<file path="src/rtl/dmem_pkg.sv">
`default_nettype none
// ============================================================================
// Module      : dmem_pkg
// Description : Shared types, constants and address-legality helper for the
//               data-memory arbiter and its clients.
// Revision    : 1.0 - initial release
// ============================================================================
package dmem_pkg;

    localparam int DMEM_ADDR_W     = 64;
    localparam int DMEM_DATA_W     = 64;
    localparam int DMEM_DEPTH      = 1024;
    localparam int WORD_BYTES      = 8;
    localparam int ADDR_ALIGN_BITS = 3;

    // Request as seen by the memory after arbitration.
    typedef struct packed {
        logic                   we;
        logic [DMEM_ADDR_W-1:0] addr;
        logic [DMEM_DATA_W-1:0] wdata;
    } mem_req_t;

    // Response payload returned to the winning requester.
    typedef struct packed {
        logic                   err;
        logic [DMEM_DATA_W-1:0] rdata;
    } mem_resp_t;

    // An access is illegal when it is not word aligned or lies at/after limit.
    function automatic logic addr_illegal(
        input logic [DMEM_ADDR_W-1:0] addr,
        input logic [DMEM_ADDR_W-1:0] limit
    );
        return (addr[ADDR_ALIGN_BITS-1:0] != '0) || (addr >= limit);
    endfunction

endpackage : dmem_pkg
`default_nettype wire

</file>
<file path="src/rtl/dmem_arbiter_if.sv">
`default_nettype none
// ============================================================================
// Module      : dmem_arbiter_if
// Description : Request/response handshake and memory-side bus of the
//               data-memory arbiter.
// Revision    : 1.0 - initial release
// ============================================================================
interface dmem_arbiter_if
    import dmem_pkg::*;
#(
    parameter int ADDR_W = DMEM_ADDR_W,
    parameter int DATA_W = DMEM_DATA_W
);

    // Requester side
    logic [1:0]        req_valid;
    logic [1:0]        req_we;
    logic [ADDR_W-1:0] req_addr0;
    logic [ADDR_W-1:0] req_addr1;
    logic [DATA_W-1:0] req_wdata0;
    logic [DATA_W-1:0] req_wdata1;
    logic [1:0]        req_ready;
    logic [1:0]        resp_valid;
    logic              resp_err;
    logic [DATA_W-1:0] resp_rdata;

    // Memory side
    logic              mem_read;
    logic              mem_write;
    logic [ADDR_W-1:0] mem_addr;
    logic [DATA_W-1:0] mem_wdata;
    logic [DATA_W-1:0] mem_rdata;

    // Arbiter view
    modport slave (
        input  req_valid, req_we, req_addr0, req_addr1, req_wdata0, req_wdata1,
        input  mem_rdata,
        output req_ready, resp_valid, resp_err, resp_rdata,
        output mem_read, mem_write, mem_addr, mem_wdata
    );

    // Requester view
    modport master (
        output req_valid, req_we, req_addr0, req_addr1, req_wdata0, req_wdata1,
        input  req_ready, resp_valid, resp_err, resp_rdata
    );

    // Memory view
    modport mem (
        input  mem_read, mem_write, mem_addr, mem_wdata,
        output mem_rdata
    );

endinterface : dmem_arbiter_if
`default_nettype wire

</file>
<file path="src/rtl/rr_arbiter2.sv">
`default_nettype none
// ============================================================================
// Module      : rr_arbiter2
// Description : Two-way round-robin arbiter. Grant is combinational; the
//               last-granted pointer moves only when the caller reports that
//               the grant was consumed (advance).
// Revision    : 1.0 - initial release
// ============================================================================
module rr_arbiter2 (
    input  wire logic       clk,
    input  wire logic       rst,
    input  wire logic [1:0] req,
    input  wire logic       advance,
    output logic      [1:0] grant
);

    // Last port granted; resets to 1 so port 0 wins the first contention.
    logic r_last_grant;

    // Single requester wins outright; on contention the other-than-last wins.
    always_comb begin
        grant = 2'b00;
        case (req)
            2'b01:   grant = 2'b01;
            2'b10:   grant = 2'b10;
            2'b11:   grant = r_last_grant ? 2'b01 : 2'b10;
            default: grant = 2'b00;
        endcase
    end

    // Remember the winner of every consumed grant; hold while idle.
    always_ff @(posedge clk) begin
        if (rst) begin
            r_last_grant <= 1'b1;
        end else if (advance && (grant != 2'b00)) begin
            r_last_grant <= grant[1];
        end
    end

endmodule : rr_arbiter2
`default_nettype wire

</file>
<file path="src/rtl/dmem_arbiter.sv">
`default_nettype none
// ============================================================================
// Module      : dmem_arbiter
// Description : Arbitrates instruction-fetch (port 0) and load/store (port 1)
//               requests onto the single-port data memory, rejects misaligned
//               or out-of-range accesses, and returns a registered response
//               one cycle after each accepted request.
// Revision    : 1.0 - initial release
// ============================================================================
module dmem_arbiter
    import dmem_pkg::*;
#(
    parameter int ADDR_W = DMEM_ADDR_W,
    parameter int DATA_W = DMEM_DATA_W,
    parameter int DEPTH  = DMEM_DEPTH
) (
    input  wire logic     clk,
    input  wire logic     rst,
    dmem_arbiter_if.slave bus
);

    // First illegal byte address (one past the last word).
    localparam logic [DMEM_ADDR_W-1:0] c_addr_limit =
        DMEM_ADDR_W'(DEPTH) << ADDR_ALIGN_BITS;

    logic [1:0] w_req_valid;
    logic [1:0] w_grant;
    logic       w_sel;
    logic       w_hs;
    logic       w_err;
    logic       w_do_mem;
    mem_req_t   w_req;
    mem_resp_t  w_resp_d;

    logic [1:0] r_resp_valid;
    mem_resp_t  r_resp;

    // Nothing may be granted while reset is held, so mask requests first.
    assign w_req_valid = rst ? 2'b00 : bus.req_valid;

    rr_arbiter2 u_rr (
        .clk     (clk),
        .rst     (rst),
        .req     (w_req_valid),
        .advance (w_hs),
        .grant   (w_grant)
    );

    // Select the winning request and decide whether it may touch memory.
    // With no grant the mux falls through to port 0.
    always_comb begin
        w_sel          = w_grant[1];
        w_hs           = (w_grant != 2'b00);
        w_req.we       = w_sel ? bus.req_we[1] : bus.req_we[0];
        w_req.addr     = w_sel ? DMEM_ADDR_W'(bus.req_addr1)  : DMEM_ADDR_W'(bus.req_addr0);
        w_req.wdata    = w_sel ? DMEM_DATA_W'(bus.req_wdata1) : DMEM_DATA_W'(bus.req_wdata0);
        w_err          = addr_illegal(w_req.addr, c_addr_limit);
        w_do_mem       = w_hs && !w_err;
        w_resp_d.err   = w_hs && w_err;
        w_resp_d.rdata = (w_do_mem && !w_req.we) ? DMEM_DATA_W'(bus.mem_rdata)
                                                 : '0;
    end

    assign bus.req_ready = w_grant;
    assign bus.mem_read  = w_do_mem && !w_req.we;
    assign bus.mem_write = w_do_mem &&  w_req.we;
    assign bus.mem_addr  = ADDR_W'(w_req.addr);
    assign bus.mem_wdata = DATA_W'(w_req.wdata);

    // Capture the response of this cycle's handshake (or clear it when idle).
    always_ff @(posedge clk) begin
        if (rst) begin
            r_resp_valid <= 2'b00;
            r_resp       <= '0;
        end else begin
            r_resp_valid <= w_grant;
            r_resp       <= w_resp_d;
        end
    end

    assign bus.resp_valid = r_resp_valid;
    assign bus.resp_err   = r_resp.err;
    assign bus.resp_rdata = DATA_W'(r_resp.rdata);

endmodule : dmem_arbiter
`default_nettype wire

</file>
<file path="src/flat_wrapper.sv">
// flat-port wrapper written by rule: the top's interface ports become plain ports
module dmem_arbiter_flat import dmem_pkg::*;
#(
    parameter int ADDR_W = DMEM_ADDR_W,
    parameter int DATA_W = DMEM_DATA_W,
    parameter int DEPTH  = DMEM_DEPTH
)
  (clk, rst, bus_req_valid, bus_req_we, bus_req_addr0, bus_req_addr1, bus_req_wdata0, bus_req_wdata1, bus_mem_rdata, bus_req_ready, bus_resp_valid, bus_resp_err, bus_resp_rdata, bus_mem_read, bus_mem_write, bus_mem_addr, bus_mem_wdata);
  dmem_arbiter_if #(.ADDR_W(ADDR_W), .DATA_W(DATA_W)) bus_i ();
  input  wire logic clk;
  input  wire logic rst;
  input wire logic [$bits(bus_i.req_valid)-1:0] bus_req_valid;
  input wire logic [$bits(bus_i.req_we)-1:0] bus_req_we;
  input wire logic [$bits(bus_i.req_addr0)-1:0] bus_req_addr0;
  input wire logic [$bits(bus_i.req_addr1)-1:0] bus_req_addr1;
  input wire logic [$bits(bus_i.req_wdata0)-1:0] bus_req_wdata0;
  input wire logic [$bits(bus_i.req_wdata1)-1:0] bus_req_wdata1;
  input wire logic [$bits(bus_i.mem_rdata)-1:0] bus_mem_rdata;
  output wire logic [$bits(bus_i.req_ready)-1:0] bus_req_ready;
  output wire logic [$bits(bus_i.resp_valid)-1:0] bus_resp_valid;
  output wire logic [$bits(bus_i.resp_err)-1:0] bus_resp_err;
  output wire logic [$bits(bus_i.resp_rdata)-1:0] bus_resp_rdata;
  output wire logic [$bits(bus_i.mem_read)-1:0] bus_mem_read;
  output wire logic [$bits(bus_i.mem_write)-1:0] bus_mem_write;
  output wire logic [$bits(bus_i.mem_addr)-1:0] bus_mem_addr;
  output wire logic [$bits(bus_i.mem_wdata)-1:0] bus_mem_wdata;
  assign bus_i.req_valid = bus_req_valid;
  assign bus_i.req_we = bus_req_we;
  assign bus_i.req_addr0 = bus_req_addr0;
  assign bus_i.req_addr1 = bus_req_addr1;
  assign bus_i.req_wdata0 = bus_req_wdata0;
  assign bus_i.req_wdata1 = bus_req_wdata1;
  assign bus_i.mem_rdata = bus_mem_rdata;
  assign bus_req_ready = bus_i.req_ready;
  assign bus_resp_valid = bus_i.resp_valid;
  assign bus_resp_err = bus_i.resp_err;
  assign bus_resp_rdata = bus_i.resp_rdata;
  assign bus_mem_read = bus_i.mem_read;
  assign bus_mem_write = bus_i.mem_write;
  assign bus_mem_addr = bus_i.mem_addr;
  assign bus_mem_wdata = bus_i.mem_wdata;
  dmem_arbiter #(.ADDR_W(ADDR_W), .DATA_W(DATA_W), .DEPTH(DEPTH)) u_core (.clk(clk), .rst(rst), .bus(bus_i));
endmodule
</file>
<file path="config.mk">
export PLATFORM = sky130hd
export DESIGN_NAME = dmem_arbiter_flat
export DESIGN_NICKNAME = d
export VERILOG_FILES = /design/src/rtl/dmem_pkg.sv /design/src/rtl/dmem_arbiter_if.sv /design/src/rtl/rr_arbiter2.sv /design/src/rtl/dmem_arbiter.sv /design/src/flat_wrapper.sv
export SDC_FILE = /design/constraint.sdc
export NUM_CORES = 1
export LEC_CHECK = 0
export ABC_AREA = 1
export CAP_MARGIN = 20
export CORE_AREA = 5 5 202 204
export DETAILED_ROUTE_END_ITERATION = 10
export DIE_AREA = 0 0 207 209
export PLACE_DENSITY_LB_ADDON = 0.05
export SYNTH_ARGS = -nofsm -noshare
export SYNTH_HDL_FRONTEND = slang
export SYNTH_SLANG_ARGS = --single-unit
</file>
<file path="constraint.sdc">
create_clock -name clk -period 7 [get_ports clk]
set_clock_uncertainty 0.1 [all_clocks]
set_input_delay 1.4 -clock clk [delete_from_list [all_inputs] [get_ports clk]]
set_output_delay 1.4 -clock clk [all_outputs]
set_load 0.005 [all_outputs]
</file>
---- Yosys cells after proc, flatten, opt, wreduce, memory -nomap -nowiden ----
Index checks and enable logic that the tools add are counted.
cells by class
  magnitude comparators ................... 1
  equal/unequal tests ..................... 3
  multiplexer cells ....................... 6
  bitwise operators ....................... 1
  reductions and logical operators ........ 10
operators by type and width
  operator                                                                  number
  64-bit two-way mux                                                        2
  64-bit by 14-bit >= comparator with 1-bit output (second input constant)  1
  2-bit one-hot mux with 3 select lines                                     1
  2-bit == test (second input constant)                                     2
  1-bit logical AND                                                         4
  2-bit two-way mux                                                         2
  3-bit nonzero test                                                        1
  2-bit by 1-bit == test with 1-bit output (second input constant)          1
  1-bit logical NOT                                                         2
  2-bit nonzero test                                                        1
  2-bit OR reduction                                                        1
  1-bit logical OR                                                          1
  1-bit two-way mux                                                         1
  1-bit inverter                                                            1
storage, ports and cells
  flip-flop bits (word level) ............. 68
  output and inout bits ................... 199

---- Logic depth before layout (Yosys ltp) ----
Gate-level depths: netlist (run 1).
  word-level depth ........................ 11
  gate-level depth with buffers ........... 15
  depth with buffers taken out ............ 12

---- Modules after synthesis ----
A second synthesis (run 1) with hierarchy kept.
unflattened totals
  cells, all modules ...................... 775
  area total of the unflattened synthesis .. 4,351.7 sq um
modules (own cells, without submodules)
  module        instances  cells an instance  area each (sq um)
  dmem_arbiter  1          766                4,291.6
  rr_arbiter2   1          9                  60.1

---- Least setup slack after synthesis (run 1) ----
Ideal clock, no wire load.
  path kind ............................... input-to-output
  start point ............................. input bus_req_valid[0]
  end point ............................... output bus_mem_read
  arrival time ............................ 2,842 ps
  data required time ...................... 5,500 ps
  setup slack ............................. 2,658 ps
  stages .................................. 15
  cell sequence ........................... nand2_4 nand3_2 buf_4 buf_6 nand2_1 nand2_1 nor2_1 nand2_1 nor2_1 nand2_1 nor2_2 nand4_1 buf_6 buf_6 inv_1
on the way
  longest elaborated chain between the ends .. 9
RTL lines
  what                                                                              RTL line            text
  start: declaration                                                                flat_wrapper.sv:12  input wire logic [$bits(bus_i.req_valid)-1:0] bus_req_valid;
  2-bit two-way mux (*)                                                             dmem_arbiter.sv:39  assign w_req_valid = rst ? 2'b00 : bus.req_valid;
  2-bit == test / 2-bit by 1-bit == test with 1-bit output (equally long branches)  rr_arbiter2.sv:23   case (req)
  2-bit one-hot mux with 3 select lines (*)                                         rr_arbiter2.sv:23
  64-bit two-way mux (*)                                                            dmem_arbiter.sv:55  w_req.addr = w_sel ? DMEM_ADDR_W'(bus.req_addr1) : DMEM_ADDR_W'(bus.req_addr0);
  net bus_mem_addr[60]                                                              flat_wrapper.sv:25  output wire logic [$bits(bus_i.mem_addr)-1:0] bus_mem_addr;
  64-bit by 14-bit >= comparator with 1-bit output (*)                              dmem_pkg.sv:34      return (addr[ADDR_ALIGN_BITS-1:0] != '0) || (addr >= limit);
  1-bit logical OR (*)                                                              dmem_pkg.sv:34
  1-bit logical NOT (*)                                                             dmem_arbiter.sv:58  w_do_mem = w_hs && !w_err;
  1-bit logical AND (*)                                                             dmem_arbiter.sv:58
  1-bit logical AND (*)                                                             dmem_arbiter.sv:65  assign bus.mem_read = w_do_mem && !w_req.we;
  end: declaration                                                                  flat_wrapper.sv:23  output wire logic [$bits(bus_i.mem_read)-1:0] bus_mem_read;
The timed path passes the listed nets; every way through them passes the cells marked *.

---- Final worst setup path (run 1) ----
  start point ............................. input bus_req_valid[0]
  end point ............................... output bus_mem_read
on the way
  longest elaborated chain between the ends .. 9
RTL lines
  what                                                                                           RTL line
  2-bit two-way mux (*)                                                                          dmem_arbiter.sv:39
  2-bit == test / 2-bit by 1-bit == test with 1-bit output (equally long branches)               rr_arbiter2.sv:23
  2-bit one-hot mux with 3 select lines (*)                                                      rr_arbiter2.sv:23
  64-bit two-way mux                                                                             dmem_arbiter.sv:55
  64-bit by 14-bit >= comparator with 1-bit output / 3-bit nonzero test (equally long branches)  dmem_pkg.sv:34
  1-bit logical OR                                                                               dmem_pkg.sv:34
  1-bit logical NOT                                                                              dmem_arbiter.sv:58
  1-bit logical AND                                                                              dmem_arbiter.sv:58
  1-bit logical AND (*)                                                                          dmem_arbiter.sv:65
Mark *: on every way between the ends. The rest lies on a longest branch, timed or not.

==> results of run 1 <==
routing by layer:
metal	vias up	global-route usage	routed length, um
met5	-	0	83
li1	3145	-	-
met4	14	0.0306	391
met1	2522	0.139	11300
met2	264	0.260	16600
met3	30	0.0746	3600
where the power goes:
part | internal [mW] | switching [mW] | leakage [nW] | total [mW]
combinational | 0.303 | 0.178 | 3.95 | 0.481
clock | 0.367 | 0.167 | 0.173 | 0.534
sequential | 0.389 | 0.00119 | 0.548 | 0.390
worst paths after layout:
kind / to / slack, ns / cells after the start
worst min register to register: u_core.u_rr.r_last_grant / 0.47 / 2
worst max-delay path: bus_mem_read / 1.03 / 14
worst max register to register: u_core.bus.resp_rdata[26] / 3.50 / 13
worst min-delay path: u_core.u_rr.r_last_grant / 0.47 / 2
per-stage QoR:
step | setup WS (ns) | power, mW
2_1_floorplan | 2.66 | 0.523
3_3_place_gp | 0.963 | 0.894
3_5_place_dp | 0.931 | 0.886
4_1_cts | 0.926 | 1.44
5_1_grt | 0.667 | 1.49
6_report | 1.03 | 1.40
kinds of logic (layout without fill, tap and decap cells):
kind of cell	count (synthesis)	after routing	synth area share
buffers and inverters	136	645	0.140
and+or+nand+nor	531	531	0.526
other	0	3	0
AOI/OAI and AO/OA	4	4	0.00602
DFF	68	68	0.328
flip-flops by register name (all words and copies together) (netlist names):
| signal | cells |
|---|---|
| u_core.bus.resp_valid | 2 |
| u_core.u_rr.r_last_grant | 1 |
| u_core.bus.resp_err | 1 |
| u_core.bus.resp_rdata | 64 |
layout make-up:
| class | instances | area (um2) | share of cell area |
|---|---|---|---|
| diodes | 3 | 7.51 | 0.000731 |
| clock buffers | 12 | 256 | 0.0250 |
| well taps | 525 | 657 | 0.0640 |
| multi-input cells | 535 | 2220 | 0.216 |
| flip-flops and latches | 68 | 1360 | 0.133 |
| repair buffers | 529 | 5300 | 0.516 |
| inverters | 100 | 375 | 0.0366 |
| clock inverters | 4 | 95.1 | 0.00926 |
synthesized netlist by cell type, types with 2 or more instances:
cell	number
dfxtp_1	68
inv_1	97
nor2_2	12
nor2_4	12
inv_2	3
nor2_1	85
nand2_1	390
buf_6	7
nand3_1	21
nand3b_1	7
buf_2	11
o21a_1	2
clkbuf_1	16
critical path: stages:
cell,delay [ns]
clkdlybuf4s50_1,0.46
nand2_4,0.31
nand3_4,0.35
buf_4,0.37
nand2_1,0.10
nand2_1,0.07
nor2_1,0.11
nand2_1,0.08
nor2_1,0.09
nand2_1,0.10
nor2_2,0.16
nand4_1,0.21
inv_1,0.10
clkdlybuf4s50_1,0.52
==> impl_results.md, run 1 <==
* Req. time, crit path at 5.50 ns
* Area contributors post-synth: nand2_1, dfxtp_1, inv_1
* Setup tns final at 0 ns
* Skew-Pair Late Insertion Delay at 0.33 ns
* Post-Syn Area per Cell at 5.62 um2
* Num Clock Sinks at 68
* Vias/cell at 3.36
* Max Root-Sink Buffers at 2
* Setup violators final at 0
* Post-CTS Setup Bufs at 0
* Die outline area at 43,300 um2
* Hold crit path type: flop to flop
* Pwr dens at 137 nW/um2
* Share of layout cells above drive strength 1 at 0.0401
* Ys async rst share at 0
* Yosys Warn Count at 0
* Clock transition at the registers of the reported paths at 0.06 ns
* First-pass GRT wire length at 44,800 um
* Core area at 39,100 um2
* Status: completed
* Setup crit start kind: input port
* Via count at 5,975
* Yosys cell types at 21
* Area grow syn2layout at 147%
* CTS tree: built
* R2r startpoint: u_core.u_rr.r_last_grant
* Commonest non-fill, non-tap cells in the layout: clkdlybuf4s50_1, nand2_1, inv_1
* Initial Utilization at 0.106
* Max-slew headroom at 0.351
* WL per Instance at 18.0 um
* Die Width at 207 um
* Final RePlAce weighted congestion at 0.833
* Final Net Count at 1,569
* Worst slew pin tran at 0.974 ns
* CP arrival at 4.47 ns
* Initial DRC count at 179
* Mapped Cells at 739
* Fmax at 168 MHz
* Max VDD drop at 0.103 mV
* Flops & latches, synth at 68
* Root Driver: clkbuf_16
* Min-delay src: u_core.u_rr.r_last_grant
* Max Cap Viol at 0
* Largest net degree at the start of global routing at 109
* Total Routing Usage GR at 0.140
* Fin. max-slew vios at 0
* ANT nets after route at 0
* Post-synth EDFFs at 0
* Final cell count without fillers at 1,776
* Dpl hpwl at 27,300 um
* Mapped Area at 4150 um2
* TritonRoute pass-1 iters at 4
* Most common cell after layout, fill and taps aside: clkdlybuf4s50_1
* Fin crit share at 0.852
* Min cycle time layout at 5.97 ns
* Die Y at 209 um
* Leak at 4.67 nW
* CP Max Fanout at 31
* Grt ovf at 0
* Final hold vios at 0
* Critical path endpoint category: output port
* Synth top area share at 0.353
* WL final at 32,000 um
* Initial antenna violation count at 11
* Post-CTS sizing at 0
* Worst Hold Margin at 0.469 ns
* # fillers at 4,432
* CTS H-tree lvls at 3
* Unrepaired setup endpoints after global routing: false
* Finished Cell Area at 10,300 um2
* Crit path kind: input port to output port
* Worst setup path startpoint: bus_req_valid[0]
* Seq/Total Area, Yosys at 0.328
* # IOs at 525
* Placed cell areas at 9910 um2
* Fin util at 0.263
* Row Count at 73
* Vias in the first global route at 6,229
* Post-Synthesis Net Count at 1,065
* Post-synth top area cell: nand2_1
* Number of instances in the placed design at 1,757
* # hold bufs at CTS at 0
* Ys flop type: dfxtp_1
* Port bufs at 524
* TritonCTS Buffers at 9
* Drt drc at 0
Power figures use the tool's default switching activity.
==> run 2: changes to the inputs <==
- CORE_AREA: 5 5 202 204 -> 5 5 203 205
- DIE_AREA: 0 0 207 209 -> 0 0 208 210
- clock period: 7 -> 6.5 ns (I/O delays scaled with it)
==> run 2 against run 1 <==
- non-clock buffer count is 1 higher
- combinational power rose by 7.9%
- via count increased by 0.42%
- worst setup slack lost 0.26 ns
- largest cell class unchanged
==> impl_results.md, run 2 (synthesis gave the netlist of run 1 again) <==
* Post-CTS Setup Bufs at 0 (unchanged)
* Setup crit start kind: input port
* Final RePlAce weighted congestion at 0.814 (-2.2%)
* Finished Cell Area at 10,200 um2 (-0.33%)
* Max-slew headroom at 0.339 (-0.0121)
* Drt drc at 0 (unchanged)
* Worst setup path startpoint: bus_req_valid[0]
* Die Width at 208 um (+0.48%)
* Fin util at 0.260 (-0.00208)
* Hold crit path type: flop to flop
* Met1 GRT Util at 0.131 (-0.00777)
* Power consumption at 1.43 mW (+2.0%)
* # hold bufs at CTS at 0 (unchanged)
* Unrepaired setup endpoints after global routing: false
* Max VDD drop at 0.123 mV (+20%)
* Pwr dens at 140 nW/um2 (+2.3%)
* Min-delay src: u_core.u_rr.r_last_grant
* Largest register FFs at 64 (unchanged)
* CTS H-tree lvls at 3 (unchanged)
* CP Cell Sequence: clkdlybuf4s50_1, nand2_4, nand3_4, buf_12, nand2_1, nand2_1, nor2_1, nand2_1, nor2_1, nand2_1, nor2_2, nand4_1, inv_1, clkdlybuf4s50_1
* Skew-Pair Late Insertion Delay at 0.33 ns (about the same)
* Setup WS post-layout at 0.775 ns (-0.257 ns)
* Via count at 6,000 (+0.42%)
* Slowest cell on crit path: clkdlybuf4s50_1
* CP arrival at 4.32 ns (-0.15 ns)
* Initial Utilization at 0.106 (-0.000494)
* Port bufs at 524 (unchanged)
* Vias in the first global route at 6,318 (+1.4%)
* Max Cap Viol at 0 (unchanged)
* CTS tree: built
* ANT nets after route at 0 (unchanged)
* TritonRoute pass-1 iters at 4 (unchanged)
* Crit path kind: input port to output port
* Most Crowded Layer GR: met2
* Fin. max-slew vios at 0 (unchanged)
* Post-CTS sizing at 0 (unchanged)
* Fmax at 175 MHz
* Total Routing Usage GR at 0.138 (-0.00257)
* Commonest non-fill, non-tap cells in the layout: clkdlybuf4s50_1, nand2_1, inv_1
* M3 GR Usage at 0.0811 (+0.00650)
* Num Clock Sinks at 68 (unchanged)
* Dpl hpwl at 27,300 um (-0.12%)
* Row Count at 73 (unchanged)
* Largest net degree at the start of global routing at 109 (unchanged)
* Min cycle time layout at 5.72 ns
* Fin crit share at 0.881
* Number of instances in the placed design at 1,758 (+0.057%)
* CP Max Fanout at 44 (+42%)
* Vias/cell at 3.38 (+0.36%)
* WL per Instance at 17.9 um (-0.65%)
* WL final at 31,800 um (-0.59%)
* Most common cell after layout, fill and taps aside: clkdlybuf4s50_1
* Req. time, crit path at 5.10 ns (-0.40 ns)
* Dpl ws at 0.699 ns (-0.232 ns)
* Max Root-Sink Buffers at 2 (unchanged)
* Area grow syn2layout at 146%
* Final cell count without fillers at 1,777 (+0.056%)
* Setup tns final at 0 ns (unchanged)
* Root Driver: clkbuf_16
* Share of layout cells above drive strength 1 at 0.0384 (-0.00163)
* Final hold vios at 0 (unchanged)
* GR Util met2 at 0.257 (-0.00322)
* CP delay by family, top: simple AND/OR/NAND/NOR gates
* Final Net Count at 1,570 (+0.064%)
* CP bufs+invs at 4 (unchanged)
* Placed cell areas at 9930 um2 (+0.20%)
* Status: completed
* TritonCTS Buffers at 9 (unchanged)
* Die Y at 210 um (+0.48%)
* Worst Hold Margin at 0.463 ns (-0.00586 ns)
* Clock transition at the registers of the reported paths at 0.05 ns (about the same)
* Setup violators final at 0 (unchanged)
* First-pass GRT wire length at 44,100 um (-1.5%)
* Most frequent CP cell: nand2_1
* Core area at 39,300 um2 (+0.47%)
* R2r startpoint: u_core.u_rr.r_last_grant
* Grt ovf at 0 (unchanged)
* # IOs at 525 (unchanged)
* CP max stage delay at 0.57 ns (+0.05 ns)
* Worst slew pin tran at 0.992 ns (+0.0182 ns)
* Critical path endpoint category: output port
* Leak at 4.66 nW (-0.39%)
* Die outline area at 43,700 um2 (+0.96%)
* Initial DRC count at 158 (-12%)
* Initial antenna violation count at 9 (-2)
-- run 2: cell types whose count changed in the layout (fill, tap and decap cells not counted), sizes merged --
cell | before | now
clkbuf | 12 | 15
buf | 5 | 6
bufinv | 3 | 1
clkinv | 1 | 0
-- run 2: metal layers --
metal  vias to the layer above  routed length [um]
met4                        14                 357
met2                       270               16500
met1                      2535               10800
met3                        27                4000
li1                       3154                   -
met5                         -                  86
-- run 2: report_power, final --
part           internal [mW]  total (mW)  switching (mW)
combinational          0.328       0.519           0.192
sequential             0.419       0.420         0.00125
clock                  0.319       0.493           0.175
total                   1.07        1.43           0.368
-- run 2: final cells by class --
class                   instances  area, um2
clock inverters                 1       30.0
well taps                     525        657
flip-flops and latches         68       1360
multi-input cells             535       2220
fillers                      4397      29000
repair buffers                530       5320
diodes                          3       7.51
inverters                     100        375
clock buffers                  15        268
-- run 2: path summary, 6_finish.rpt --
kind	to	slack, ns	cells past startpoint
min	u_core.u_rr.r_last_grant	0.46	2
min reg2reg	u_core.u_rr.r_last_grant	0.46	2
max	bus_mem_read	0.78	14
max reg2reg	u_core.bus.resp_rdata[20]	3.08	14
-- run 2: worst min-delay path, cell delays in order, from the launching register on --
cell and delay [ns]:
dfxtp_1 0.37, nand2_1 0.09, nand3_1 0.05
==> run 3: changes to the inputs <==
- CORE_AREA: 5 5 203 205 -> 5 5 202 204
- DIE_AREA: 0 0 208 210 -> 0 0 207 209
- clock period: 6.5 -> 6.8 ns (I/O delays scaled with it)
==> run 3 against run 2 <==
- sequential power decreased by 4%
- hold slack improved by 0.030 ns
- worst setup slack gained 0.17 ns
- clock-buffer cell count fell by 4
- cell count rose by 0.23%
- clock power is 8.5% lower
- total power is 5.8% lower
- via count up 0.52%
- first-iteration DRC count rose by 19%
==> impl_results.md, run 3 (synthesis gave the netlist of run 1 again) <==
* CP Max Fanout at 53 (+20%)
* Final Net Count at 1,570 (unchanged)
* Port bufs at 524 (unchanged)
* Num Clock Sinks at 68 (unchanged)
* Vias/cell at 3.39 (+0.29%)
* Post-CTS sizing at 0 (unchanged)
* First-pass GRT wire length at 44,700 um (+1.2%)
* CTS tree: built
* # hold bufs at CTS at 0 (unchanged)
* Hold path depth at 2 (unchanged)
* Max Root-Sink Buffers at 2 (unchanged)
* Post-CTS Setup Bufs at 0 (unchanged)
* Drt drc at 0 (unchanged)
* Die outline area at 43,300 um2 (-0.95%)
* Min cycle time layout at 5.85 ns
* FF-to-FF path depth at 13 (-1)
* CTS H-tree lvls at 3 (unchanged)
* Min-delay src: u_core.u_rr.r_last_grant
* Clock transition at the registers of the reported paths at 0.05 ns (about the same)
* Initial antenna violation count at 15 (+6)
* Crit path kind: input port to output port
* Share of layout cells above drive strength 1 at 0.0400 (+0.00160)
* Skew-Pair Late Insertion Delay at 0.33 ns (about the same)
* Unrepaired setup endpoints after global routing: false
* M3 GR Usage at 0.0749 (-0.00620)
* WL final at 31,700 um (-0.40%)
* Die Y at 209 um (-0.48%)
* GR Util met2 at 0.254 (-0.00289)
* Grt ovf at 0 (unchanged)
* Max-slew headroom at 0.349 (+0.0106)
* # IOs at 525 (unchanged)
* Worst setup path startpoint: bus_req_valid[0]
* Critical path endpoint category: output port
* Finished Cell Area at 10,200 um2 (about the same)
* Die Width at 207 um (-0.48%)
* Setup crit start kind: input port
* Core area at 39,100 um2 (-0.47%)
* Initial DRC count at 188 (+19%)
* R2r startpoint: u_core.u_rr.r_last_grant
* CP arrival at 4.39 ns (+0.07 ns)
* Pwr dens at 132 nW/um2 (-5.9%)
* Root Driver: clkbuf_16
* Met1 GRT Util at 0.138 (+0.00712)
* Area grow syn2layout at 147% (about the same)
* Fmax at 171 MHz
* Most common cell after layout, fill and taps aside: clkdlybuf4s50_1
* ANT nets after route at 0 (unchanged)
* Final hold vios at 0 (unchanged)
* Status: completed
* Req. time, crit path at 5.34 ns (+0.24 ns)
* Setup tns final at 0 ns (unchanged)
* Max VDD drop at 0.100 mV (-19%)
* Most Crowded Layer GR: met2
* Hold crit path type: flop to flop
* Fin crit share at 0.861
* Via count at 6,031 (+0.52%)
* Initial Utilization at 0.106 (+0.000494)
* Vias in the first global route at 6,408 (+1.4%)
* Worst Hold Margin at 0.492 ns (+0.0296 ns)
* Worst slew pin tran at 0.976 ns (-0.0158 ns)
* TritonCTS Buffers at 9 (unchanged)
* Row Count at 73 (unchanged)
* Largest net degree at the start of global routing at 65 (-40%)
* TritonRoute pass-1 iters at 5 (+1)
* Max Cap Viol at 0 (unchanged)
* Power consumption at 1.35 mW (-5.8%)
* Total Routing Usage GR at 0.139 (+0.00162)
* Final RePlAce weighted congestion at 0.851 (+4.5%)
* Dpl hpwl at 27,200 um (-0.22%)
* Commonest non-fill, non-tap cells in the layout: clkdlybuf4s50_1, nand2_1, inv_1
* Fin. max-slew vios at 0 (unchanged)
* Setup violators final at 0 (unchanged)
* Largest register FFs at 64 (unchanged)
* Leak at 4.66 nW (about the same)
* WL per Instance at 17.8 um (-0.63%)
* Placed cell areas at 9940 um2 (+0.13%)
-- run 3: area by class of cell --
| cell class | count | area (um2) |
|---|---|---|
| antenna | 7 | 17.5 |
| clock buffer | 11 | 233 |
| clock inverter | 5 | 52.6 |
| fill | 4430 | 28900 |
| inverter | 100 | 375 |
| multi-input combinational | 535 | 2220 |
| sequential | 68 | 1360 |
| tap | 525 | 657 |
| timing repair buffer | 530 | 5330 |
-- run 3: where the power goes --
group	switching (mW)	internal (mW)	leakage [nW]
sequential	0.00142	0.400	0.548
clock	0.169	0.282	0.139
combinational	0.183	0.314	3.97
-- run 3: routing by layer --
metal	wire, um	share of wire
met1	11000	0.35
met2	16500	0.52
met3	3690	0.12
met4	332	0.010
met5	112	0.0035
-- run 3: metrics by stage --
| step | instances | setup slack [ns] | utilization |
|---|---|---|---|
| 6_report | 1781 | 0.945 | 0.262 |
| 5_1_grt | 1781 | 0.665 | 0.262 |
| 4_1_cts | 1774 | 0.925 | 0.262 |
| 3_5_place_dp | 1758 | 0.905 | 0.254 |
| 3_3_place_gp | 1758 | 0.934 | 0.254 |
| 2_1_floorplan | 739 | 2.54 | - |
-- run 3: critical path, stage by stage --
cell             delay [ns]
clkdlybuf4s50_1        0.46
nand2_4                0.32
nand3_4                0.29
buf_12                 0.29
nand2_1                0.09
nand2_1                0.07
nor2_1                 0.10
nand2_1                0.09
nor2_1                 0.23
nand2_1                0.10
nor2_2                 0.13
nand4_1                0.17
inv_1                  0.11
clkdlybuf4s50_1        0.52
-- run 3: final timing paths --
| kind | endpoint | slack (ns) |
|---|---|---|
| min | u_core.u_rr.r_last_grant | 0.49 |
| min reg2reg | u_core.u_rr.r_last_grant | 0.49 |
| max reg2reg | u_core.bus.resp_rdata[20] | 3.28 |
| max | bus_mem_read | 0.95 |
